## config.mk

```make
export PLATFORM = sky130hd
export DESIGN_NAME = bw_text_console
export DESIGN_NICKNAME = d
export VERILOG_FILES = /design/src/rtl/bw_text_console.sv
export SDC_FILE = /design/constraint.sdc
export NUM_CORES = 1
export LEC_CHECK = 0
export BUFFER_PORTS_ARGS = -buffer_cell sky130_fd_sc_hd__clkbuf_2
export CAP_MARGIN = 20
export CORE_MARGIN = 3
export CORE_UTILIZATION = 55
export CTS_CLUSTER_DIAMETER = 60
export DETAILED_ROUTE_END_ITERATION = 7
export PLACE_DENSITY = 0.81
export SLEW_MARGIN = 30
export SYNTH_ARGS = -nofsm -noshare
export SYNTH_HDL_FRONTEND = slang
export SYNTH_SLANG_ARGS = --single-unit
```

## constraint.sdc

```tcl
create_clock -name clk -period 6.1 [get_ports clk]
set_clock_uncertainty 0.2 [all_clocks]
set_input_delay 0.915 -clock clk [delete_from_list [all_inputs] [get_ports clk]]
set_output_delay 0.915 -clock clk [all_outputs]
set_load 0.01 [all_outputs]
```

## src/rtl/bw_text_console.sv

```systemverilog
// bw_text_console: turns a byte stream into masked 32-bit writes to a write-only
// 80x30 text screenbuffer, tracking a cursor and clearing rows on wrap.
module bw_text_console #(
    parameter logic [31:0] SCREENBUFFER_BASE_ADDR = 32'h8000,
    parameter int unsigned COLS           = 80,
    parameter int unsigned ROWS           = 30,
    parameter bit          CLEAR_ON_RESET = 1'b1
) (
    input  logic        clk,
    input  logic        rst,
    input  logic [7:0]  char_data,
    input  logic        char_valid,
    output logic        char_ready,
    output logic [31:0] addr,
    output logic [31:0] wdata,
    output logic [3:0]  wmask,
    output logic        wen,
    output logic        ren,
    input  logic        ready,
    output logic [6:0]  cursor_col,
    output logic [4:0]  cursor_row,
    output logic        busy
);
    typedef enum logic [2:0] {IDLE, PUT, NEWLINE, CLR_ROW, CLR_ALL, BS_WR} state_t;

    localparam logic [9:0]  ROW_WORDS = 10'(COLS / 4);
    localparam logic [9:0]  ALL_WORDS = 10'(ROWS * COLS / 4);
    localparam logic [31:0] BLANK     = 32'h2020_2020;

    state_t      state, state_n;
    logic [6:0]  col_n;
    logic [4:0]  row_n, row_next;
    logic [9:0]  cnt, cnt_n;
    logic        wen_n;
    logic [31:0] addr_n, wdata_n;
    logic [3:0]  wmask_n;
    logic [7:0]  tab_col;

    function automatic logic [11:0] char_idx(input logic [4:0] r, input logic [6:0] c);
        return 12'(r) * 12'(COLS) + 12'(c);
    endfunction

    function automatic logic [31:0] word_addr(input logic [9:0] w);
        return SCREENBUFFER_BASE_ADDR + {20'd0, w, 2'b00};
    endfunction

    function automatic logic [31:0] char_addr(input logic [4:0] r, input logic [6:0] c);
        logic [11:0] idx;
        idx = char_idx(r, c);
        return word_addr(idx[11:2]);
    endfunction

    function automatic logic [3:0] char_lane(input logic [4:0] r, input logic [6:0] c);
        logic [11:0] idx;
        idx = char_idx(r, c);
        return 4'b0001 << idx[1:0];
    endfunction

    assign char_ready = (state == IDLE) && !rst;
    assign busy       = (state != IDLE);
    assign ren        = 1'b0;
    assign tab_col    = ({1'b0, cursor_col} | 8'd7) + 8'd1;
    assign row_next   = (cursor_row == 5'(ROWS - 1)) ? 5'd0 : cursor_row + 5'd1;

    // In bus states, wen=0 means the previous transfer has completed and its
    // mandatory idle gap is now elapsing; the next transfer or exit follows.
    always_comb begin
        // NOTE: every target gets a default first so no path can infer a latch.
        state_n = state;
        col_n   = cursor_col;
        row_n   = cursor_row;
        cnt_n   = cnt;
        wen_n   = wen;
        addr_n  = addr;
        wdata_n = wdata;
        wmask_n = wmask;
        unique case (state)
            IDLE: if (char_valid) begin
                case (char_data)
                    8'h0A: begin col_n = '0; state_n = NEWLINE; end
                    8'h0D: col_n = '0;
                    8'h08: if (cursor_col != 7'd0) begin
                        col_n   = cursor_col - 7'd1;
                        state_n = BS_WR;
                        wen_n   = 1'b1;
                        addr_n  = char_addr(cursor_row, cursor_col - 7'd1);
                        wmask_n = char_lane(cursor_row, cursor_col - 7'd1);
                        wdata_n = BLANK;
                    end
                    8'h09: if (tab_col >= 8'(COLS)) begin
                        col_n   = '0;
                        state_n = NEWLINE;
                    end else begin
                        col_n = tab_col[6:0];
                    end
                    8'h0C: begin cnt_n = '0; state_n = CLR_ALL; end
                    default: if (char_data >= 8'h20) begin
                        state_n = PUT;
                        wen_n   = 1'b1;
                        addr_n  = char_addr(cursor_row, cursor_col);
                        wmask_n = char_lane(cursor_row, cursor_col);
                        wdata_n = {4{char_data}};
                    end
                endcase
            end
            PUT: if (wen) begin
                if (ready) begin
                    wen_n = 1'b0;
                    col_n = (cursor_col == 7'(COLS - 1)) ? 7'd0 : cursor_col + 7'd1;
                end
            end else begin
                // Column 0 after a put can only mean the row just wrapped.
                state_n = (cursor_col == 7'd0) ? NEWLINE : IDLE;
            end
            BS_WR: if (wen) begin
                if (ready) wen_n = 1'b0;
            end else begin
                state_n = IDLE;
            end
            NEWLINE: begin
                row_n   = row_next;
                cnt_n   = '0;
                state_n = CLR_ROW;
            end
            CLR_ROW: if (wen) begin
                if (ready) begin wen_n = 1'b0; cnt_n = cnt + 10'd1; end
            end else if (cnt == ROW_WORDS) begin
                state_n = IDLE;
            end else begin
                wen_n   = 1'b1;
                addr_n  = word_addr(10'(cursor_row) * ROW_WORDS + cnt);
                wmask_n = 4'hF;
                wdata_n = BLANK;
            end
            CLR_ALL: if (wen) begin
                if (ready) begin wen_n = 1'b0; cnt_n = cnt + 10'd1; end
            end else if (cnt == ALL_WORDS) begin
                col_n   = '0;
                row_n   = '0;
                state_n = IDLE;
            end else begin
                wen_n   = 1'b1;
                addr_n  = word_addr(cnt);
                wmask_n = 4'hF;
                wdata_n = BLANK;
            end
            default: state_n = IDLE;
        endcase
    end

    // NOTE: reset is asynchronous, so an in-flight write is dropped the moment rst rises.
    always_ff @(posedge clk or posedge rst) begin
        if (rst) begin
            state      <= CLEAR_ON_RESET ? CLR_ALL : IDLE;
            cursor_col <= '0;
            cursor_row <= '0;
            cnt        <= '0;
            wen        <= 1'b0;
            addr       <= '0;
            wdata      <= '0;
            wmask      <= '0;
        end else begin
            state      <= state_n;
            cursor_col <= col_n;
            cursor_row <= row_n;
            cnt        <= cnt_n;
            wen        <= wen_n;
            addr       <= addr_n;
            wdata      <= wdata_n;
            wmask      <= wmask_n;
        end
    end
endmodule

```

==> results.yml <==
run_status:
  status: "completed"
sta:
  slew_violations: 0
  relSlewSlack_pct: 39.2
  finalSetupViolations: 0
  final.period_utilization_pct: 67.5
  hold_viol: 0
  tightest_slew_ns: 0.911
  rsz0062_at_grt: "no"
  finalSetupTns_ns: 0
  fin_crit_ns: 4.12
  fmax_mhz: 243
min_path:
  whs_path_depth: 1
  min_path_type: "reg2reg"
yosys:
  ys_seq_area_share_pct: 29.6
  synth_edf_count: 0
  synthArstFlopShare_pct: 100
  postSynthAreaPerCell_sq_um: 8.56
  syn_inst: 484
  yosysUniqueCellTypes: 68
  ys_ff_latch: 49
  syn_area_sq_um: 4140
  ys.flop_type: "dfrtp_1"
  ys_warn_count: 0
critical_path:
  crit_type: "in2reg"
  critical_path.max_fanout: 8
  cp.depth: 13
  endpoint_kind: "register"
  path_common_cell: "nor3_1"
  ff2ff_setup_slack_ns: 2.49
  arrival_ns: 4.13
  cp.required_ns: 6.11
  cpMaxStageDelayCell: "nor4_1"
  critPathBufInv: 1
  crit_chain: "clkbuf_2 -> nor3_1 -> nand3_1 -> nor4_1 -> xnor2_1 -> o21ai_0 -> ha_1 -> nor2b_1 -> o31a_1 -> o21a_1 -> nor3_1 -> o31ai_1 -> mux2_1"
  cp_slowest_stage_delay_ns: 0.45
  critPathTopFamily: "simple AND/OR/NAND/NOR gates"
  worst_setup_path_start_kind: "input port"
  reg2reg_depth: 13
clock_network:
  cts-htree-levels: 2
  postCtsHoldBufs: 0
  clk_path_buf_depth: 2
  cts_setup_buffers: 0
  cts_resized: 0
  clockRootBuffer: "clkbuf_8"
  cts_tree: "done"
  clock_latency_ns: 0.32
  cts.clk_slew.worst_paths_ns: 0.11
  cts-buffers-inserted: 5
  cts_sinks: 49
global_routing:
  gr-total-overflow: 0
  antenna_found_initial: 0
  grt_pass1_wl_mm: 16.5
  grt_pass1_vias: 3335
  grt_max_degree: 50
  grt_usage_pct: 23.7
placed_design:
  place_congestion: 0.913
  place_inst: 612
  dp_hpwl_mm: 7.34
  io_buffers: 73
  dpl-instance-area_sq_um: 4270
die:
  ios: 96
  die_w_um: 92.8
  initial_utilization_pct: 56.8
  core_area_sq_um: 7290
  dieArea_sq_um: 8610
  die_h_um: 92.8
  rows: 31
finish:
  diodes: 0
  area_delta_synth_final_pct: 5.41
  final_cell_mix: "clkbuf_2 (73), nand2_1 (49), dfrtp_1 (48)"
  drive_above_1_share_pct: 19.6
  fin_nets: 558
  mostFrequentLayoutCell: "clkbuf_2"
  final_area_sq_um: 4370
  final_cell_count_no_fill: 620
  fin_util_pct: 59.9
route:
  num_vias: 3648
  drt_first_pass_iters: 5
  drc_errors: 0
  ant_nets: 0
  wire_per_inst_um: 16.0
  routed_wl_mm: 9.94
  viasPerCell: 5.88
  drt_iter0_drc: 283
power:
  ir_drop_mv: 0.197
  total_power_mw: 1.88
  leakagePower_nw: 2.11
  power_density_nw_per_um2: 431
run:
  cap_violations: 0
## Yosys cell counts, types with 7 or more instances
master	n	share of area (%)
a21oi_1	17	2.1
and3_1	10	1.5
buf_2	10	1.2
buf_4	49	8.9
dfrtp_1	48	29
ha_1	24	7.2
inv_1	30	2.7
mux2_1	12	3.3
mux2i_1	7	1.7
nand2_1	49	4.4
nand2b_1	9	1.4
nand3_1	13	1.6
nor2_1	29	2.6
nor2b_1	10	1.5
nor3_1	7	0.85
o21ai_0	38	4.6
o31ai_1	11	2.0
xnor2_1	9	1.9
## cells by family (layout without fill, tap and decap cells)
logic type                 after synthesis  in the layout  synth area share (%)
xor gates and xnor gates                13             13                  2.75
muxes                                   22             22                  5.77
DFF                                     49             49                  29.6
AOI/OAI and AO/OA                      120            120                  19.7
buffers and inverters                   98            114                  14.0
other                                    1             22                0.0905
adders and majority gates               26             26                  8.22
and+or+nand+nor                        155            155                  19.9
## final cells by class
class / instances / area (sq um)
Clock buffer: 5 / 68.8
Fill cell: 673 / 2930
Sequential cell: 49 / 1230
Timing Repair Buffer: 75 / 380
Clock inverter: 3 / 28.8
Inverter: 31 / 119
Multi-Input combinational cell: 358 / 2420
Tap cell: 99 / 124
## worst register-to-register path, stage by stage (launching register included)
cell	delay [ns]
dfrtp_1	0.44
inv_1	0.18
ha_1	0.26
nand2_1	0.16
nor4_1	0.43
xnor2_1	0.18
o21ai_0	0.12
ha_1	0.36
nor2b_1	0.16
o31a_1	0.27
o21a_1	0.20
nor3_1	0.18
o31ai_1	0.10
mux2_1	0.28
## report_power, final
group          switching (mW)  internal (mW)  leakage, nW  total (mW)
Combinational           0.624          0.437         1.43        1.06
Clock                   0.129         0.0861       0.0506       0.215
Sequential              0.171          0.433        0.625       0.604
## sequential cells by signal (all words and copies together), names as in the netlist
name,count
addr,11
cnt,10
wdata,8
cursor_col,7
cursor_row,5
wmask,4
state,3
wen,1
## path summary, 6_finish.rpt
check | from | to
setup / recovery | char_data[5] | addr[10]$_DFFE_PP0P_
hold / removal | addr[15]$_DFFE_PP0P_ | addr[15]$_DFFE_PP0P_
setup reg to reg | cursor_col[0]$_DFFE_PP0P_ | addr[10]$_DFFE_PP0P_
hold reg to reg | addr[15]$_DFFE_PP0P_ | addr[15]$_DFFE_PP0P_
max in group asynchronous | rst | wmask[1]$_DFFE_PP0P_
min in group asynchronous | rst | addr[5]$_DFFE_PP0P_
## through the flow
stage	hold slack (ns)	setup slack (ns)
after floorplan	0.304	2.33
after global placement	0.248	1.93
after detailed placement	0.254	1.72
after CTS	0.284	2.00
after global routing	0.315	1.74
final	0.275	1.98
## per-layer routing
layer,vias up,share of wire [%],global-route usage (%)
li1,1719,-,-
met1,1763,45,33.2
met2,154,47,38.2
met3,12,6.8,3.49
met4,0,1.3,6.47
met5,-,0,0
No activity file was read; power rests on OpenSTA's default activity.
